$ cat src/rtl/alu_pkg.sv
// Shared opcode map, sequencer state encoding and request screening for the ALU sequencer.
package alu_pkg;

    localparam int unsigned OP_ADD  = 0;
    localparam int unsigned OP_SUB  = 1;
    localparam int unsigned OP_MUL  = 2;
    localparam int unsigned OP_DIV  = 3;
    localparam int unsigned OP_MOD  = 4;
    localparam int unsigned OP_LAND = 5;
    localparam int unsigned OP_LOR  = 6;
    localparam int unsigned OP_AND  = 7;
    localparam int unsigned OP_OR   = 8;
    localparam int unsigned OP_XOR  = 9;
    localparam int unsigned OP_MAX  = OP_XOR;

    typedef enum logic [1:0] {
        IDLE  = 2'd0,
        ISSUE = 2'd1,
        WAIT  = 2'd2,
        HOLD  = 2'd3
    } state_e;

    // Callers zero-extend op and b so one helper serves any operand width.
    function automatic logic is_illegal(input logic [31:0] op, input logic [31:0] b);
        return (op > OP_MAX) || (((op == OP_DIV) || (op == OP_MOD)) && (b == '0));
    endfunction

endpackage

$ cat src/rtl/alu_req_sequencer_if.sv
// Request, ALU and result signal bundle; master is the environment side, slave the sequencer.
interface alu_req_sequencer_if #(
    parameter int unsigned DATA_W = 4,
    parameter int unsigned RES_W  = 6,
    parameter int unsigned OP_W   = 4,
    parameter int unsigned TAG_W  = 2,
    parameter int unsigned DEPTH  = 4
);
    localparam int unsigned CNT_W = $clog2(DEPTH) + 1;

    logic              req_valid;
    logic              req_ready;
    logic [DATA_W-1:0] req_a;
    logic [DATA_W-1:0] req_b;
    logic [OP_W-1:0]   req_op;
    logic [TAG_W-1:0]  req_tag;

    logic [DATA_W-1:0] alu_a;
    logic [DATA_W-1:0] alu_b;
    logic [OP_W-1:0]   alu_i;
    logic              alu_v;
    logic [RES_W-1:0]  alu_s;

    logic              res_valid;
    logic              res_ready;
    logic [RES_W-1:0]  res_data;
    logic [TAG_W-1:0]  res_tag;
    logic              res_err;

    logic [CNT_W-1:0]  fifo_count;

    modport master (
        output req_valid, req_a, req_b, req_op, req_tag, res_ready, alu_s,
        input  req_ready, alu_a, alu_b, alu_i, alu_v,
        input  res_valid, res_data, res_tag, res_err, fifo_count
    );

    modport slave (
        input  req_valid, req_a, req_b, req_op, req_tag, res_ready, alu_s,
        output req_ready, alu_a, alu_b, alu_i, alu_v,
        output res_valid, res_data, res_tag, res_err, fifo_count
    );

endinterface

$ cat src/rtl/alu_req_fifo.sv
// Synchronous request FIFO with registered occupancy; head entry is visible on rdata.
module alu_req_fifo #(
    parameter int unsigned DEPTH = 4,
    parameter int unsigned WIDTH = 14
) (
    input  logic                    clk,
    input  logic                    rst,
    input  logic                    push,
    input  logic                    pop,
    input  logic [WIDTH-1:0]        wdata,
    output logic [WIDTH-1:0]        rdata,
    output logic [$clog2(DEPTH):0]  count,
    output logic                    full,
    output logic                    empty
);
    localparam int unsigned PTR_W = $clog2(DEPTH);
    localparam int unsigned CNT_W = PTR_W + 1;

    logic [WIDTH-1:0] mem_q [DEPTH];
    logic [PTR_W-1:0] wr_ptr_q;
    logic [PTR_W-1:0] rd_ptr_q;
    logic [CNT_W-1:0] count_q;
    logic             do_push;
    logic             do_pop;

    assign full    = (count_q == CNT_W'(DEPTH));
    assign empty   = (count_q == '0);
    assign do_push = push && !full;
    assign do_pop  = pop && !empty;
    assign rdata   = mem_q[rd_ptr_q];
    assign count   = count_q;

    // DEPTH is a power of two, so pointers wrap naturally.
    always_ff @(posedge clk) begin
        if (rst) begin
            wr_ptr_q <= '0;
            rd_ptr_q <= '0;
            count_q  <= '0;
        end else begin
            if (do_push) begin
                wr_ptr_q <= wr_ptr_q + PTR_W'(1);
            end
            if (do_pop) begin
                rd_ptr_q <= rd_ptr_q + PTR_W'(1);
            end
            if (do_push && !do_pop) begin
                count_q <= count_q + CNT_W'(1);
            end else if (do_pop && !do_push) begin
                count_q <= count_q - CNT_W'(1);
            end
        end
    end

    always_ff @(posedge clk) begin
        if (do_push) begin
            mem_q[wr_ptr_q] <= wdata;
        end
    end

endmodule

$ cat src/rtl/alu_req_sequencer.sv
// Buffers tagged ALU requests, issues them one at a time to a registered ALU and
// returns each result (or a local error for screened requests) over a valid/ready port.
module alu_req_sequencer
    import alu_pkg::*;
#(
    parameter int unsigned DATA_W  = 4,
    parameter int unsigned RES_W   = 6,
    parameter int unsigned OP_W    = 4,
    parameter int unsigned TAG_W   = 2,
    parameter int unsigned DEPTH   = 4,
    parameter int unsigned ALU_LAT = 1
) (
    input  logic              clk,
    input  logic              rst,
    alu_req_sequencer_if.slave bus
);
    localparam int unsigned ENTRY_W = 2 * DATA_W + OP_W + TAG_W;
    localparam int unsigned CNT_W   = $clog2(DEPTH) + 1;
    localparam int unsigned LAT_W   = $clog2(ALU_LAT + 1);

    logic [ENTRY_W-1:0] fifo_wdata;
    logic [ENTRY_W-1:0] fifo_rdata;
    logic [CNT_W-1:0]   fifo_count;
    logic               fifo_full;
    logic               fifo_empty;
    logic               fifo_pop;

    logic [DATA_W-1:0]  head_a;
    logic [DATA_W-1:0]  head_b;
    logic [OP_W-1:0]    head_op;
    logic [TAG_W-1:0]   head_tag;
    logic               head_illegal;

    state_e             state_q, state_d;
    logic [DATA_W-1:0]  alu_a_q, alu_a_d;
    logic [DATA_W-1:0]  alu_b_q, alu_b_d;
    logic [OP_W-1:0]    alu_i_q, alu_i_d;
    logic               alu_v_q, alu_v_d;
    logic [TAG_W-1:0]   tag_q, tag_d;
    logic [LAT_W-1:0]   wcnt_q, wcnt_d;
    logic               res_valid_q, res_valid_d;
    logic [RES_W-1:0]   res_data_q, res_data_d;
    logic [TAG_W-1:0]   res_tag_q, res_tag_d;
    logic               res_err_q, res_err_d;

    assign fifo_wdata = {bus.req_tag, bus.req_op, bus.req_b, bus.req_a};
    assign {head_tag, head_op, head_b, head_a} = fifo_rdata;
    assign head_illegal = is_illegal(32'(head_op), 32'(head_b));

    alu_req_fifo #(
        .DEPTH (DEPTH),
        .WIDTH (ENTRY_W)
    ) u_fifo (
        .clk   (clk),
        .rst   (rst),
        .push  (bus.req_valid),
        .pop   (fifo_pop),
        .wdata (fifo_wdata),
        .rdata (fifo_rdata),
        .count (fifo_count),
        .full  (fifo_full),
        .empty (fifo_empty)
    );

    always_comb begin
        state_d     = state_q;
        alu_a_d     = alu_a_q;
        alu_b_d     = alu_b_q;
        alu_i_d     = alu_i_q;
        alu_v_d     = alu_v_q;
        tag_d       = tag_q;
        wcnt_d      = wcnt_q;
        res_valid_d = res_valid_q;
        res_data_d  = res_data_q;
        res_tag_d   = res_tag_q;
        res_err_d   = res_err_q;
        fifo_pop    = 1'b0;

        unique case (state_q)
            IDLE: begin
                if (!fifo_empty) begin
                    fifo_pop = 1'b1;
                    if (head_illegal) begin
                        // Screened locally: the ALU never sees this request.
                        res_data_d  = '0;
                        res_err_d   = 1'b1;
                        res_tag_d   = head_tag;
                        res_valid_d = 1'b1;
                        state_d     = HOLD;
                    end else begin
                        alu_a_d = head_a;
                        alu_b_d = head_b;
                        alu_i_d = head_op;
                        alu_v_d = 1'b1;
                        tag_d   = head_tag;
                        state_d = ISSUE;
                    end
                end
            end
            ISSUE: begin
                alu_v_d = 1'b0;
                wcnt_d  = LAT_W'(ALU_LAT);
                state_d = WAIT;
            end
            WAIT: begin
                if (wcnt_q == LAT_W'(1)) begin
                    res_data_d  = bus.alu_s;
                    res_err_d   = 1'b0;
                    res_tag_d   = tag_q;
                    res_valid_d = 1'b1;
                    state_d     = HOLD;
                end else begin
                    wcnt_d = wcnt_q - LAT_W'(1);
                end
            end
            HOLD: begin
                if (bus.res_ready) begin
                    res_valid_d = 1'b0;
                    state_d     = IDLE;
                end
            end
            default: state_d = IDLE;
        endcase
    end

    always_ff @(posedge clk) begin
        if (rst) begin
            state_q     <= IDLE;
            alu_a_q     <= '0;
            alu_b_q     <= '0;
            alu_i_q     <= '0;
            alu_v_q     <= 1'b0;
            tag_q       <= '0;
            wcnt_q      <= '0;
            res_valid_q <= 1'b0;
            res_data_q  <= '0;
            res_tag_q   <= '0;
            res_err_q   <= 1'b0;
        end else begin
            state_q     <= state_d;
            alu_a_q     <= alu_a_d;
            alu_b_q     <= alu_b_d;
            alu_i_q     <= alu_i_d;
            alu_v_q     <= alu_v_d;
            tag_q       <= tag_d;
            wcnt_q      <= wcnt_d;
            res_valid_q <= res_valid_d;
            res_data_q  <= res_data_d;
            res_tag_q   <= res_tag_d;
            res_err_q   <= res_err_d;
        end
    end

    assign bus.req_ready  = !fifo_full;
    assign bus.fifo_count = fifo_count;
    assign bus.alu_a      = alu_a_q;
    assign bus.alu_b      = alu_b_q;
    assign bus.alu_i      = alu_i_q;
    assign bus.alu_v      = alu_v_q;
    assign bus.res_valid  = res_valid_q;
    assign bus.res_data   = res_data_q;
    assign bus.res_tag    = res_tag_q;
    assign bus.res_err    = res_err_q;

endmodule

$ cat src/flat_wrapper.sv
// flat-port wrapper written by rule: the top's interface ports become plain ports
module alu_req_sequencer_flat import alu_pkg::*;
#(
    parameter int unsigned DATA_W  = 4,
    parameter int unsigned RES_W   = 6,
    parameter int unsigned OP_W    = 4,
    parameter int unsigned TAG_W   = 2,
    parameter int unsigned DEPTH   = 4,
    parameter int unsigned ALU_LAT = 1
)
  (clk, rst, bus_req_valid, bus_req_a, bus_req_b, bus_req_op, bus_req_tag, bus_res_ready, bus_alu_s, bus_req_ready, bus_alu_a, bus_alu_b, bus_alu_i, bus_alu_v, bus_res_valid, bus_res_data, bus_res_tag, bus_res_err, bus_fifo_count);
  alu_req_sequencer_if #(.DATA_W(DATA_W), .RES_W(RES_W), .OP_W(OP_W), .TAG_W(TAG_W), .DEPTH(DEPTH)) bus_i ();
  input  logic clk;
  input  logic rst;
  input wire logic [$bits(bus_i.req_valid)-1:0] bus_req_valid;
  input wire logic [$bits(bus_i.req_a)-1:0] bus_req_a;
  input wire logic [$bits(bus_i.req_b)-1:0] bus_req_b;
  input wire logic [$bits(bus_i.req_op)-1:0] bus_req_op;
  input wire logic [$bits(bus_i.req_tag)-1:0] bus_req_tag;
  input wire logic [$bits(bus_i.res_ready)-1:0] bus_res_ready;
  input wire logic [$bits(bus_i.alu_s)-1:0] bus_alu_s;
  output wire logic [$bits(bus_i.req_ready)-1:0] bus_req_ready;
  output wire logic [$bits(bus_i.alu_a)-1:0] bus_alu_a;
  output wire logic [$bits(bus_i.alu_b)-1:0] bus_alu_b;
  output wire logic [$bits(bus_i.alu_i)-1:0] bus_alu_i;
  output wire logic [$bits(bus_i.alu_v)-1:0] bus_alu_v;
  output wire logic [$bits(bus_i.res_valid)-1:0] bus_res_valid;
  output wire logic [$bits(bus_i.res_data)-1:0] bus_res_data;
  output wire logic [$bits(bus_i.res_tag)-1:0] bus_res_tag;
  output wire logic [$bits(bus_i.res_err)-1:0] bus_res_err;
  output wire logic [$bits(bus_i.fifo_count)-1:0] bus_fifo_count;
  assign bus_i.req_valid = bus_req_valid;
  assign bus_i.req_a = bus_req_a;
  assign bus_i.req_b = bus_req_b;
  assign bus_i.req_op = bus_req_op;
  assign bus_i.req_tag = bus_req_tag;
  assign bus_i.res_ready = bus_res_ready;
  assign bus_i.alu_s = bus_alu_s;
  assign bus_req_ready = bus_i.req_ready;
  assign bus_alu_a = bus_i.alu_a;
  assign bus_alu_b = bus_i.alu_b;
  assign bus_alu_i = bus_i.alu_i;
  assign bus_alu_v = bus_i.alu_v;
  assign bus_res_valid = bus_i.res_valid;
  assign bus_res_data = bus_i.res_data;
  assign bus_res_tag = bus_i.res_tag;
  assign bus_res_err = bus_i.res_err;
  assign bus_fifo_count = bus_i.fifo_count;
  alu_req_sequencer #(.DATA_W(DATA_W), .RES_W(RES_W), .OP_W(OP_W), .TAG_W(TAG_W), .DEPTH(DEPTH), .ALU_LAT(ALU_LAT)) u_core (.clk(clk), .rst(rst), .bus(bus_i));
endmodule
$ cat config.mk
export PLATFORM = sky130hd
export DESIGN_NAME = alu_req_sequencer_flat
export DESIGN_NICKNAME = d
export VERILOG_FILES = /design/src/rtl/alu_pkg.sv /design/src/rtl/alu_req_sequencer_if.sv /design/src/rtl/alu_req_fifo.sv /design/src/rtl/alu_req_sequencer.sv /design/src/flat_wrapper.sv
export SDC_FILE = /design/constraint.sdc
export NUM_CORES = 1
export LEC_CHECK = 0
export ABC_CLOCK_PERIOD_IN_PS = 2800
export BUFFER_PORTS_ARGS = -buffer_cell sky130_fd_sc_hd__buf_2
export CAP_MARGIN = 20
export CELL_PAD_IN_SITES_DETAIL_PLACEMENT = 0
export CELL_PAD_IN_SITES_GLOBAL_PLACEMENT = 1
export CORE_UTILIZATION = 30
export DETAILED_ROUTE_END_ITERATION = 10
export PLACE_DENSITY = 0.52
export SLEW_MARGIN = 30
export SYNTH_ARGS = -nofsm -noshare
export SYNTH_HDL_FRONTEND = slang
export SYNTH_SLANG_ARGS = --single-unit
$ cat constraint.sdc
create_clock -name clk -period 2.8 [get_ports clk]
set_input_delay 0.14 -clock clk [delete_from_list [all_inputs] [get_ports clk]]
set_output_delay 0.14 -clock clk [all_outputs]
set_load 0.01 [all_outputs]
==> results_dict.tcl <==
set metrics [dict create \
    outcome "complete, no violations" \
    die_y_um 114.8 \
    syn_nets 301 \
    skew_ns 0.009035 \
    power.density_nw_per_um2 972.3 \
    min-delay-start "bus_req_b[0]" \
    finalCritPeriodShare_pct 93.67 \
    ys_ff_latch 93 \
    grt-busiest-layer "met2" \
    cts_setup_buffers 0 \
    drt_iter0_drc 120 \
    grt_pass1_vias 2260 \
    finalSetupViolCount 0 \
    hold_ws_ns 0.01777 \
    netlist_instances 265 \
    antenna_found_initial 0 \
    via_per_inst 4.467 \
    root_buffer "clkbuf_16" \
    critical-path-slowest-cell "mux4_2" \
    fp.dieW_um 114.8 \
    fmax_mhz 381.3 \
    place_congestion 0.6574 \
    setup.reg_to_reg.worst_slack_ns 0.18 \
    grt_pass1_wl_um 12320 \
    avgSynthCellArea_um2 14.41 \
    min_period_ns 2.623 \
    syn_to_final_growth_pct 20.18 \
    critPathRequiredTime_ns 3.07 \
    io_pins 51 \
    start_util_pct 31.28 \
    synthDistinctLibCells 34 \
    core_um2 12210 \
    grtUsageMet1_pct 15.58 \
    portBuffers 50 \
    hpwl_um 5309 \
    diodes 0 \
    netlist_area_um2 3820 \
    multiInputGateArea_um2 1267 \
    nets 364 \
    clk_path_buf_depth 2 \
    drt-total-wl_um 7794 \
    hold_class "primary input to flip-flop" \
    route.vias.total 2238 \
    grt-ovfl-total 0 \
    path_cells "buf_12, mux4_2, nor4_4, o21ai_1, and3_1, buf_4, or3_1, a21oi_1" \
    grtUsageTotal_pct 12.93 \
    grt_use_met3_pct 4.533 \
    die_area_um2 13190 \
    cp.arrival_ns 2.90 \
    rsz0062_at_grt "no" \
    layout_commonest_cell "edfxtp_1" \
    numCtsBuffers 9 \
    maxSlewHeadroom_pct 66.23 \
    rows 40 \
    hold_depth 1 \
    fill_cells 1220 \
    ys_warn_count 0 \
    drt_first_pass_iters 4 \
    antenna_left 0 \
    cts_max_level 3 \
    instances_no_fill 501 \
    max_stage_delay_ns 0.55 \
    rr_worst_depth 8 \
    grt_max_degree 23 \
    cts_tree "done" \
    finalHoldViolations 0 \
    fin_util_pct 37.59 \
    start_kind "flip-flop" \
    setup_tns_ns 0 \
    use_met2_pct 21.53 \
    vdd_ir_drop_max_mv 0.3228 \
    final_area_um2 4591 \
    hold_end "u_core.u_fifo.mem_q[3][4]" \
    crit_path_end_kind "flip-flop" \
    regArea_um2 2422 \
    cts_sinks 93 \
    clkTransAtPathRegs_ns 0.07 \
    critPathTopFamily "simple AND/OR/NAND/NOR gates" \
    path_max_fanout 13 \
    drv_slew 0 \
    r2r_end "u_core.bus.res_data[4]" \
    placed_area_um2 4297 \
    p_leak_nw 1.810 \
    tightest_slew_ns 0.5065 \
    drcViolationCount 0 \
    cp_num_buf_inv 2 \
    final_cell_mix "edfxtp_1 (56), buf_2 (50), dfxtp_1 (37)" \
    seq_area_frac_synth_pct 63.41 \
    wl_per_cell_um 15.56 \
    clk_latency_ns 0.34 \
    drive_above_1_share_pct 26.73 \
    dp_cells 483 \
    drv_cap 0 \
    crit_type "flip-flop to flip-flop" \
]
[metal layers]
metal  wire length, um  vias to the layer above  share of wire [%]
met2              3803                       46                 49
met5                 0                        -                  0
met3               374                       11                4.8
li1                  -                     1098                  -
met4               110                        0                1.4
met1              3505                     1083                 45
[flip-flops by register name, summed over array words and instances (netlist names), 2 cells and up, named ones only]
signal / cells
u_core.u_fifo.wr_ptr_q: 2
u_core.u_fifo.rd_ptr_q: 2
u_core.tag_q: 2
u_core.bus.res_tag: 2
u_core.bus.alu_i: 4
u_core.state_q: 2
u_core.bus.alu_a: 4
u_core.bus.res_data: 6
u_core.bus.alu_b: 4
u_core.u_fifo.count: 3
u_core.u_fifo.mem_q: 56
[cell usage after synthesis, drive strengths merged]
master  count  area [um^2]
o21ai      12        60.05
nand2      10        37.54
mux2        1        11.26
nand2b      3        26.27
or2         1        6.260
nor4b       1        15.01
a21boi      1        7.510
fa          1        20.02
inv        10        37.54
buf         7        75.07
a221oi      1        8.760
dfxtp      37        740.7
nor3        1        5.000
edfxtp     56         1682
and3        5        31.28
nor2       29        108.9
mux2i      18        180.2
or3        10        62.56
xnor2       2        17.52
ha         11        137.6
nor2b       3        18.77
a21oi      16        87.59
clkbuf      7        26.28
mux4       14        349.1
and2        1        6.260
nor4        1        12.51
xor2        3        26.28
a211oi      3        22.52
[worst max-delay path by stage]
| stage | start | endpoint | slack (ns) | cells past startpoint |
|---|---|---|---|---|
| 2_1_floorplan | flip-flop | u_core.bus.res_valid | 0.36 | 9 |
| 3_3_place_gp | flip-flop | u_core.bus.res_data[1] | 0.17 | 8 |
| 3_5_place_dp | flip-flop | u_core.bus.res_data[4] | 0.11 | 8 |
| 4_1_cts | flip-flop | u_core.bus.res_data[4] | 0.1 | 8 |
| 5_1_grt | flip-flop | u_core.bus.res_data[0] | 0.002 | 8 |
| 6_report | flip-flop | u_core.bus.res_data[4] | 0.18 | 8 |
[final cells by class]
type | instances | area share [%]
flip-flops and latches | 93 | 52.77
inverters | 10 | 0.8177
well taps | 168 | 4.579
multi-input cells | 148 | 27.61
clock buffers | 12 | 5.151
clock inverters | 4 | 0.6269
repair buffers | 66 | 8.449
[where the power goes]
part | switching (W) | internal (W)
Combinational | 0.000831 | 0.000692
Sequential | 0.000137 | 0.00171
Clock | 0.000493 | 0.000602
[cells by family (layout without fill, tap and decap cells)]
group	after synthesis	in the layout	share of synthesized area (%)
muxes	33	33	14.15
buffers and inverters	24	92	3.636
DFF	93	93	63.41
adders and majority gates	12	12	4.127
xor gates and xnor gates	5	5	1.147
AOI/OAI and AO/OA	33	33	4.880
and+or+nand+nor	65	65	8.647
[through the flow]
step	total power [W]	worst slack, ns
after detailed placement	0.003419	0.1077
after floorplan	0.002958	0.3584
after CTS	0.004542	0.09799
final	0.004463	0.1771
after global routing	0.004778	0.001835
after global placement	0.003412	0.1687
[what timing repair did]
item,in CTS,in global routing
resized for setup,0,1
hold buffers,2,0
hold endpoints to repair,8,0
endpoints found under the setup margin,0,7
No activity file was read; power rests on OpenSTA's default activity.
